File: src/rtl/reset_seq_pkg.sv
// Shared types for the reset sequencer: FSM state encoding and reset-cause codes.
package reset_seq_pkg;

    typedef enum logic [1:0] {
        HOLD    = 2'd0,
        RELEASE = 2'd1,
        RUN     = 2'd2
    } state_t;

    localparam logic [1:0] CAUSE_POR  = 2'd0;
    localparam logic [1:0] CAUSE_BTN  = 2'd1;
    localparam logic [1:0] CAUSE_SOFT = 2'd2;
    localparam logic [1:0] CAUSE_WDT  = 2'd3;

    // Simultaneous triggers resolve as button > watchdog > soft request.
    function automatic logic [1:0] trigger_cause(input logic btn_pressed, input logic wdt_fire);
        if (btn_pressed)
            return CAUSE_BTN;
        else if (wdt_fire)
            return CAUSE_WDT;
        else
            return CAUSE_SOFT;
    endfunction

endpackage

File: src/rtl/reset_sequencer_btn_debounce.sv
// Two-flop synchroniser followed by a level debouncer; reusable for any
// asynchronous active-low board input (push-buttons, slide switches).
module btn_debounce #(
    parameter int DEBOUNCE_CYCLES = 1000000
) (
    input  logic clk,
    input  logic rst_n,
    input  logic din,
    output logic level
);

    localparam int CNT_W = (DEBOUNCE_CYCLES > 1) ? $clog2(DEBOUNCE_CYCLES) : 1;
    localparam logic [CNT_W-1:0] CNT_MAX = CNT_W'(DEBOUNCE_CYCLES - 1);

    logic             sync_1;
    logic             sync_2;
    logic [CNT_W-1:0] cnt;

    always_ff @(posedge clk or negedge rst_n) begin
        if (!rst_n) begin
            sync_1 <= 1'b1;
            sync_2 <= 1'b1;
            level  <= 1'b1;
            cnt    <= '0;
        end else begin
            sync_1 <= din;
            sync_2 <= sync_1;
            // A new level must persist for DEBOUNCE_CYCLES before it is accepted.
            if (sync_2 != level) begin
                if (cnt == CNT_MAX) begin
                    level <= sync_2;
                    cnt   <= '0;
                end else begin
                    cnt <= cnt + 1'b1;
                end
            end else begin
                cnt <= '0;
            end
        end
    end

endmodule

File: src/rtl/reset_sequencer.sv
// Board reset generator: debounced button, soft request and optional watchdog
// (enabled by defining RESET_SEQ_WDT_EN) feed a staggered multi-output release.
module reset_sequencer #(
    parameter int NUM_OUT         = 4,
    parameter int STAGGER_CYCLES  = 16,
    parameter int DEBOUNCE_CYCLES = 1000000,
    parameter int WDT_CYCLES      = 50000000
) (
    input  logic               CLK,
    input  logic               RSTn,
    input  logic               BTNn,
    input  logic               SOFT_RST,
    input  logic               KICK,
    output logic [NUM_OUT-1:0] DOUT,
    output logic               READY,
    output logic [1:0]         CAUSE
);

    import reset_seq_pkg::*;

    localparam int STG_W = $clog2(STAGGER_CYCLES);
    localparam int IDX_W = (NUM_OUT > 1) ? $clog2(NUM_OUT) : 1;
    localparam logic [STG_W-1:0] STG_MAX  = STG_W'(STAGGER_CYCLES - 1);
    localparam logic [IDX_W-1:0] IDX_LAST = IDX_W'(NUM_OUT - 1);

    state_t           state;
    logic [STG_W-1:0] stg_cnt;
    logic [IDX_W-1:0] idx;
    logic             btn_db;
    logic             wdt_fire;
    logic             trigger;
    logic [1:0]       next_cause;

    btn_debounce #(
        .DEBOUNCE_CYCLES(DEBOUNCE_CYCLES)
    ) u_btn_debounce (
        .clk  (CLK),
        .rst_n(RSTn),
        .din  (BTNn),
        .level(btn_db)
    );

    // The debounced button is level-sensitive so a held button keeps everything in reset.
    assign trigger    = ~btn_db | SOFT_RST | wdt_fire;
    assign next_cause = trigger_cause(~btn_db, wdt_fire);

`ifdef RESET_SEQ_WDT_EN
    localparam int WDT_W = $clog2(WDT_CYCLES);
    localparam logic [WDT_W-1:0] WDT_MAX = WDT_W'(WDT_CYCLES - 1);

    logic [WDT_W-1:0] wdt_cnt;

    assign wdt_fire = (state == RUN) && (wdt_cnt == WDT_MAX);

    always_ff @(posedge CLK or negedge RSTn) begin
        if (!RSTn)
            wdt_cnt <= '0;
        else if ((state != RUN) || KICK || wdt_fire)
            wdt_cnt <= '0;
        else
            wdt_cnt <= wdt_cnt + 1'b1;
    end
`else
    logic unused_wdt;

    assign wdt_fire   = 1'b0;
    assign unused_wdt = KICK | (WDT_CYCLES < 2);
`endif

    always_ff @(posedge CLK or negedge RSTn) begin
        if (!RSTn) begin
            state   <= HOLD;
            DOUT    <= '1;
            READY   <= 1'b0;
            CAUSE   <= CAUSE_POR;
            stg_cnt <= '0;
            idx     <= '0;
        end else begin
            case (state)
                HOLD: begin
                    if (trigger) begin
                        stg_cnt <= '0;
                    end else if (stg_cnt == STG_MAX) begin
                        stg_cnt <= '0;
                        if (NUM_OUT == 1) begin
                            DOUT  <= '0;
                            READY <= 1'b1;
                            state <= RUN;
                        end else begin
                            DOUT[0] <= 1'b0;
                            idx     <= IDX_W'(1);
                            state   <= RELEASE;
                        end
                    end else begin
                        stg_cnt <= stg_cnt + 1'b1;
                    end
                end
                RELEASE: begin
                    if (trigger) begin
                        DOUT    <= '1;
                        READY   <= 1'b0;
                        CAUSE   <= next_cause;
                        stg_cnt <= '0;
                        state   <= HOLD;
                    end else if (stg_cnt == STG_MAX) begin
                        stg_cnt   <= '0;
                        DOUT[idx] <= 1'b0;
                        idx       <= idx + 1'b1;
                        if (idx == IDX_LAST) begin
                            READY <= 1'b1;
                            state <= RUN;
                        end
                    end else begin
                        stg_cnt <= stg_cnt + 1'b1;
                    end
                end
                RUN: begin
                    if (trigger) begin
                        DOUT    <= '1;
                        READY   <= 1'b0;
                        CAUSE   <= next_cause;
                        stg_cnt <= '0;
                        state   <= HOLD;
                    end
                end
                default: begin
                    DOUT    <= '1;
                    READY   <= 1'b0;
                    stg_cnt <= '0;
                    state   <= HOLD;
                end
            endcase
        end
    end

endmodule

File: config.mk
export PLATFORM = sky130hd
export DESIGN_NAME = reset_sequencer
export DESIGN_NICKNAME = d
export VERILOG_FILES = /design/src/rtl/reset_seq_pkg.sv /design/src/rtl/reset_sequencer_btn_debounce.sv /design/src/rtl/reset_sequencer.sv
export SDC_FILE = /design/constraint.sdc
export NUM_CORES = 1
export LEC_CHECK = 0
export ABC_CLOCK_PERIOD_IN_PS = 2000
export CORE_ASPECT_RATIO = 0.6
export CORE_MARGIN = 1
export CORE_UTILIZATION = 47
export CTS_CLUSTER_DIAMETER = 120
export DETAILED_ROUTE_END_ITERATION = 16
export GPL_TIMING_DRIVEN = 0
export MAX_ROUTING_LAYER = met4
export PLACE_DENSITY = 0.66
export SYNTH_ARGS = -nofsm -noshare
export SYNTH_HDL_FRONTEND = slang
export SYNTH_SLANG_ARGS = --single-unit
File: constraint.sdc
create_clock -name CLK -period 2 [get_ports CLK]
set_clock_uncertainty 0.1 [all_clocks]
set_input_delay 0.6 -clock CLK [delete_from_list [all_inputs] [get_ports CLK]]
set_output_delay 0.6 -clock CLK [all_outputs]
set_load 0.005 [all_outputs]
* After elaboration in Yosys (flattened, before gate mapping) *
Index checks and enable logic that the tools add are counted.

word-level totals
  logic and storage cells = 77
  bits in registers = 38
  output and inout port bits = 7
  bits of input ports = 5

cells by class
  mux-type cells = 31
  reduce and logical (&&, ||, !) cells = 12
  $add $sub $neg = 3
  equal/unequal tests = 13
  bitwise logic cells = 5
  magnitude comparators = 2

operators by type and width
  cell                     count
  $mux W20                 2
  $mux W4                  6
  $add A20 B1 Y20 const B  1
  $eq A20 B20 Y1 const B   1
  $mux W2                  9
  $ne A2 B2 Y1 const B     5
  $reduce_and A5 Y1        2
  $pmux W3 S3              1
  $pmux W4 S2              1
  $reduce_and A4 Y1        2
  $mux W1                  7
  $ne A3 B3 Y1 const B     2
  $pmux W1 S3              2
  $pmux W2 S3              1
  $add A4 B1 Y4 const B    1
  $and A4 B4 Y4            1
  $eq A2 B2 Y1 const B     2
  $eq A4 B4 Y1 const B     1
  $not A4 Y4               1
  $pmux W2 S2              1
  $reduce_and A2 Y1        2
  $reduce_or A2 Y1         2
  $lt A2 B3 Y1 const B     1
  $reduce_and A3 Y1        1
  10 further kinds         11

* Depth between registers and ports, before layout *
  depth in word-level cells = 9
  gate-level depth with buffers = 6
  mapped depth without buffers = 6

* By module *
A second synthesis with hierarchy kept.

second synthesis, totals
  cells, all modules = 204
  area total of the unflattened synthesis = 2,006.9 sq um

by module, submodules not included
  module           cells each  instances  seq. area each (sq um)  area an instance (sq um)
  btn_debounce     110         1          579.3                   1,112.3
  reset_sequencer  94          1          380.4                   894.6

* Worst setup path after synthesis *
No wires, ideal clock.

  path type = input to register
  start = input port SOFT_RST
  end = register READY
  setup slack = 0.065 ns
  cell stages on the path = 5
  data arrival time = 1.770 ns
  path buffers = 1
  setup time = 0.066 ns
  required time = 1.834 ns
  cells stage by stage = nand2b_1 > clkbuf_1 > or3_1 > nor3b_1 > a22o_1

on the way
  cells in the longest elaborated chain, start to end = 3
  elaborated cells on any way between the ends = 7
  classes of those cells = eq/ne: 3; mux: 2; bitwise: 1; reduce/logical: 1

RTL lines
  element                                                            RTL line                RTL
  from (decl)                                                        reset_sequencer.sv:12   input logic SOFT_RST,
  $or A1 B1 Y1 *                                                     reset_sequencer.sv:44   assign trigger = ~btn_db | SOFT_RST | wdt_fire;
  $ne A3 B3 Y1 (no line), or another cell as far along               --
  $reduce_and A4 Y1 (no line) / $pmux W1 S3 (equally long branches)  --
  to (signal assigned)                                               reset_sequencer.sv:74   READY <= 1'b0;
  to (signal assigned)                                               reset_sequencer.sv:87   READY <= 1'b1;
  to (signal assigned)                                               reset_sequencer.sv:101  READY <= 1'b0;
  to (decl)                                                          reset_sequencer.sv:15   output logic READY,

Mark *: on every way between the ends. The rest lies on a longest branch, timed or not.
A chain may end at the register's enable or synchronous reset.

* Final worst setup path *
  start = register u_btn_debounce.cnt[6]
  end = register u_btn_debounce.cnt[19]

on the way
  cells in the longest elaborated chain, start to end = 3
  elaborated cells on any way between the ends = 4
  classes of those cells = add/sub: 1; eq/ne: 1; mux: 2

RTL lines
  element                                                   RTL line                                                                RTL
  from (decl)                                               reset_sequencer_btn_debounce.sv:17                                      logic [CNT_W-1:0] cnt;
  from (signal assigned)                                    reset_sequencer_btn_debounce.sv:34                                      cnt <= cnt + 1'b1;
  $add A20 B1 Y20 / $eq A20 B20 Y1 (equally long branches)  reset_sequencer_btn_debounce.sv:34, reset_sequencer_btn_debounce.sv:30
  $mux W20 *                                                reset_sequencer_btn_debounce.sv:30                                      if (cnt == CNT_MAX) begin
  $mux W20 *                                                reset_sequencer_btn_debounce.sv:29                                      if (sync_2 != level) begin

Marked as above.

==> out/results.txt <==
CTS root buffer: clkbuf_8
dpl hpwl: 2.67 mm
Detailed Route WL: 3.78 mm
drt drc: 0
largest family of logic cells by synthesized area: simple AND/OR/NAND/NOR gates
GRT overflow: 0
mux cell area share after synthesis: 0.584%
Post-synth EDFFs: 0
Tmin final: 1930 ps
CP max stage delay: 610 ps
critical path class: flip-flop to flip-flop
worst skew pair latency: 290 ps
Syn Std Cell Area: 1930 sq um
area of the multi-input gates: 947 sq um
Starting Density: 50.9%
port bufs: 10
WP depth: 4
Rel. slew slack: 43.8%
final slew viol count: 0
CP Launch Type: flip-flop
Post-synth top flop: dfrtp_1
Final Wtd Congestion: 0.826
CP required: 2110 ps
WL/cell: 14.8 um
Die Y: 51.6 um
reg2reg path depth: 4
Filler cells: 337
Non-Filler Instances: 255
die width: 84.7 um
number of diodes: 0
num ports: 12
WP data arrival: 2040 ps
total via count in the routed design: 1,425
XOR/XNOR share of the synthesized area: 6.36%
met2 usage: 26.4%
GRT Total Usage: 20.4%
H-tree levels: 2
PnR Total Power: 1.33 mW
pre-CTS setup slack: -667 ps
Synth area leader: dfrtp_1
DR pass1 iterations: 6
PwrDens: 606 nW/um^2
Final WS setup: 69.3 ps
VDD IR max: 0.393 mV
most common cell in the netlist: dfrtp_1
Via density: 5.59
Area Overhead vs Synth: 13.4%
number of DRC markers in iteration 0: 77
# rows: 17
worst hold path type: flip-flop to flip-flop
Worst Hold Depth: 0
Gate Count Post-Synth: 191
share of the synthesized area in the top cell type: 40.3%
Max Cap Viol: 0
total CTS buffers: 5
Max Fanout on Critical Path: 6
syn nets: 205
busiest grt layer: met1
M3 GR Usage: 5.40%
Synth warnings: 0
syn avg cell area: 10.1 sq um
Final Hold Fails: 0
Sequential Area: 961 sq um
placed insts: 248
synth cell count leaders: dfrtp_1, nor2_1, nand2_1
outcome: finished, final reports clean
met1 Usage GRT: 30.2%
core area: 3790 sq um
layout cells sized above 1: 13.5%
largest net degree at the start of global routing: 39
Post-synth ARST share: 100%
endpoint type of the worst setup path: flip-flop
Yosys cell types: 42
Cell Chain, Critical Path: nand4_4 -> or4_4 -> or3_1 -> a21oi_1
first-pass GRT wire length: 6.35 mm
crit path buf inv count: 0
clk sinks: 38
register clock-pin slew on the reported worst setup and hold paths: 70 ps
Synth Area in Adders: 5.84%
unrepaired setup endpoints after global routing: no
nets@finish: 221
CTS tree: done
register area share after synthesis: 49.8%
Simple-Gate Fraction of Synth Area: 23.5%
fmax: 518 MHz
final setup fails: 0
Final period util: 96.5%
CP delay by family, top: simple AND/OR/NAND/NOR gates
Synth Area in Compound Gates: 11.4%
Worst path slowest cell: or4_4
LEAKAGE: 0.933 nW
ANT nets after route: 0
initial antenna violation count: 0
die footprint: 4370 sq um
Worst Tran Pin Value: 844 ps
hold slack: 256 ps
post-CTS setup buffers: 0
Synth area leaders: dfrtp_1, dfstp_2, ha_1
vias in the first global route: 1,276
Synth Register Bits: 38
CTS Buffer Depth: 2
[metal layers]
metal	part of all wire (%)	vias up
met5	0	-
met4	0.95	0
met3	4.9	5
met2	39	31
met1	55	682
li1	-	707
[worst reg2reg max path, stage by stage, from the launching register on]
cell,delay [ps]
dfrtp_1,460
nand4_4,170
or4_4,610
or3_1,360
a21oi_1,150
[placed cells by master, fill, tap and decap left out, drive strengths merged, types with 2 or more instances in the layout]
cell            n
nor2           24
inv             8
a21oi          13
dfrtp          31
clkbuf          9
xor2            8
nand2b          2
o21ai           8
clkdlybuf4s50   4
nor3b           2
and2            2
dlygate4sd2     4
nor2b           4
nand3           5
o31ai           3
or4             3
nor4            2
ha              9
nor3            3
buf             3
a2bb2oi         3
nand4           5
nand2          14
dfstp           7
or3             4
or4b            2
nand4b          2
and3            5
xnor2           6
[state kept, by name (all words and copies together), names as in the netlist]
| signal | count |
|---|---|
| stg_cnt | 4 |
| READY | 1 |
| u_btn_debounce.cnt | 20 |
| u_btn_debounce.sync_2 | 1 |
| u_btn_debounce.level | 1 |
| idx | 2 |
| DOUT | 4 |
| CAUSE | 2 |
| u_btn_debounce.sync_1 | 1 |
| state | 2 |
[stage by stage]
step / TNS [ps] / instance area, sq um / utilization (%)
2_1_floorplan: 0 / 1930 / -
3_3_place_gp: -24380 / 2090 / 55.1
3_5_place_dp: -3760 / 2080 / 55.0
4_1_cts: 0 / 2180 / 57.5
5_1_grt: 0 / 2190 / 57.7
6_report: 0 / 2190 / 57.7
[cell families (layout without fill, tap and decap cells)]
| logic type | after synthesis | in the layout |
|---|---|---|
| muxes | 1 | 1 |
| xor gates and xnor gates | 14 | 14 |
| DFF | 38 | 38 |
| adders and majority gates | 9 | 9 |
| AOI/OAI and AO/OA | 35 | 35 |
| buffers and inverters | 12 | 29 |
| and+or+nand+nor | 82 | 82 |
[what timing repair did]
item,CTS,global route
endpoints found under the hold margin,0,0
pin swaps,0,1
resized for setup,9,7
endpoints found under the setup margin,10,13
hold buffers,0,0
[final timing paths]
kind	slack, ps	end	from
min	260	u_btn_debounce.sync_2$_DFF_PN1_	u_btn_debounce.sync_1$_DFF_PN1_
min reg2reg	260	u_btn_debounce.sync_2$_DFF_PN1_	u_btn_debounce.sync_1$_DFF_PN1_
min in group asynchronous	320	stg_cnt[1]$_DFFE_PN0P_	RSTn
max	70	u_btn_debounce.cnt[19]$_DFF_PN0_	u_btn_debounce.cnt[6]$_DFF_PN0_
max in group asynchronous	900	u_btn_debounce.cnt[3]$_DFF_PN0_	RSTn
max reg2reg	70	u_btn_debounce.cnt[19]$_DFF_PN0_	u_btn_debounce.cnt[6]$_DFF_PN0_
[layout make-up]
cell class,count,share of cell area [%]
Inverter,8,1.37
Multi-Input combinational cell,141,43.3
Sequential cell,38,44.0
Clock buffer,8,3.66
Buffer,3,0.744
Tap cell,47,2.69
Timing Repair Buffer,10,4.24
[report_power, final]
part           switching [mW]  internal, mW
Clock                   0.255         0.248
Combinational          0.0273        0.0121
Sequential            0.00621         0.777
Total                   0.288          1.04
Note: power is estimated with default switching activity, not from simulation.
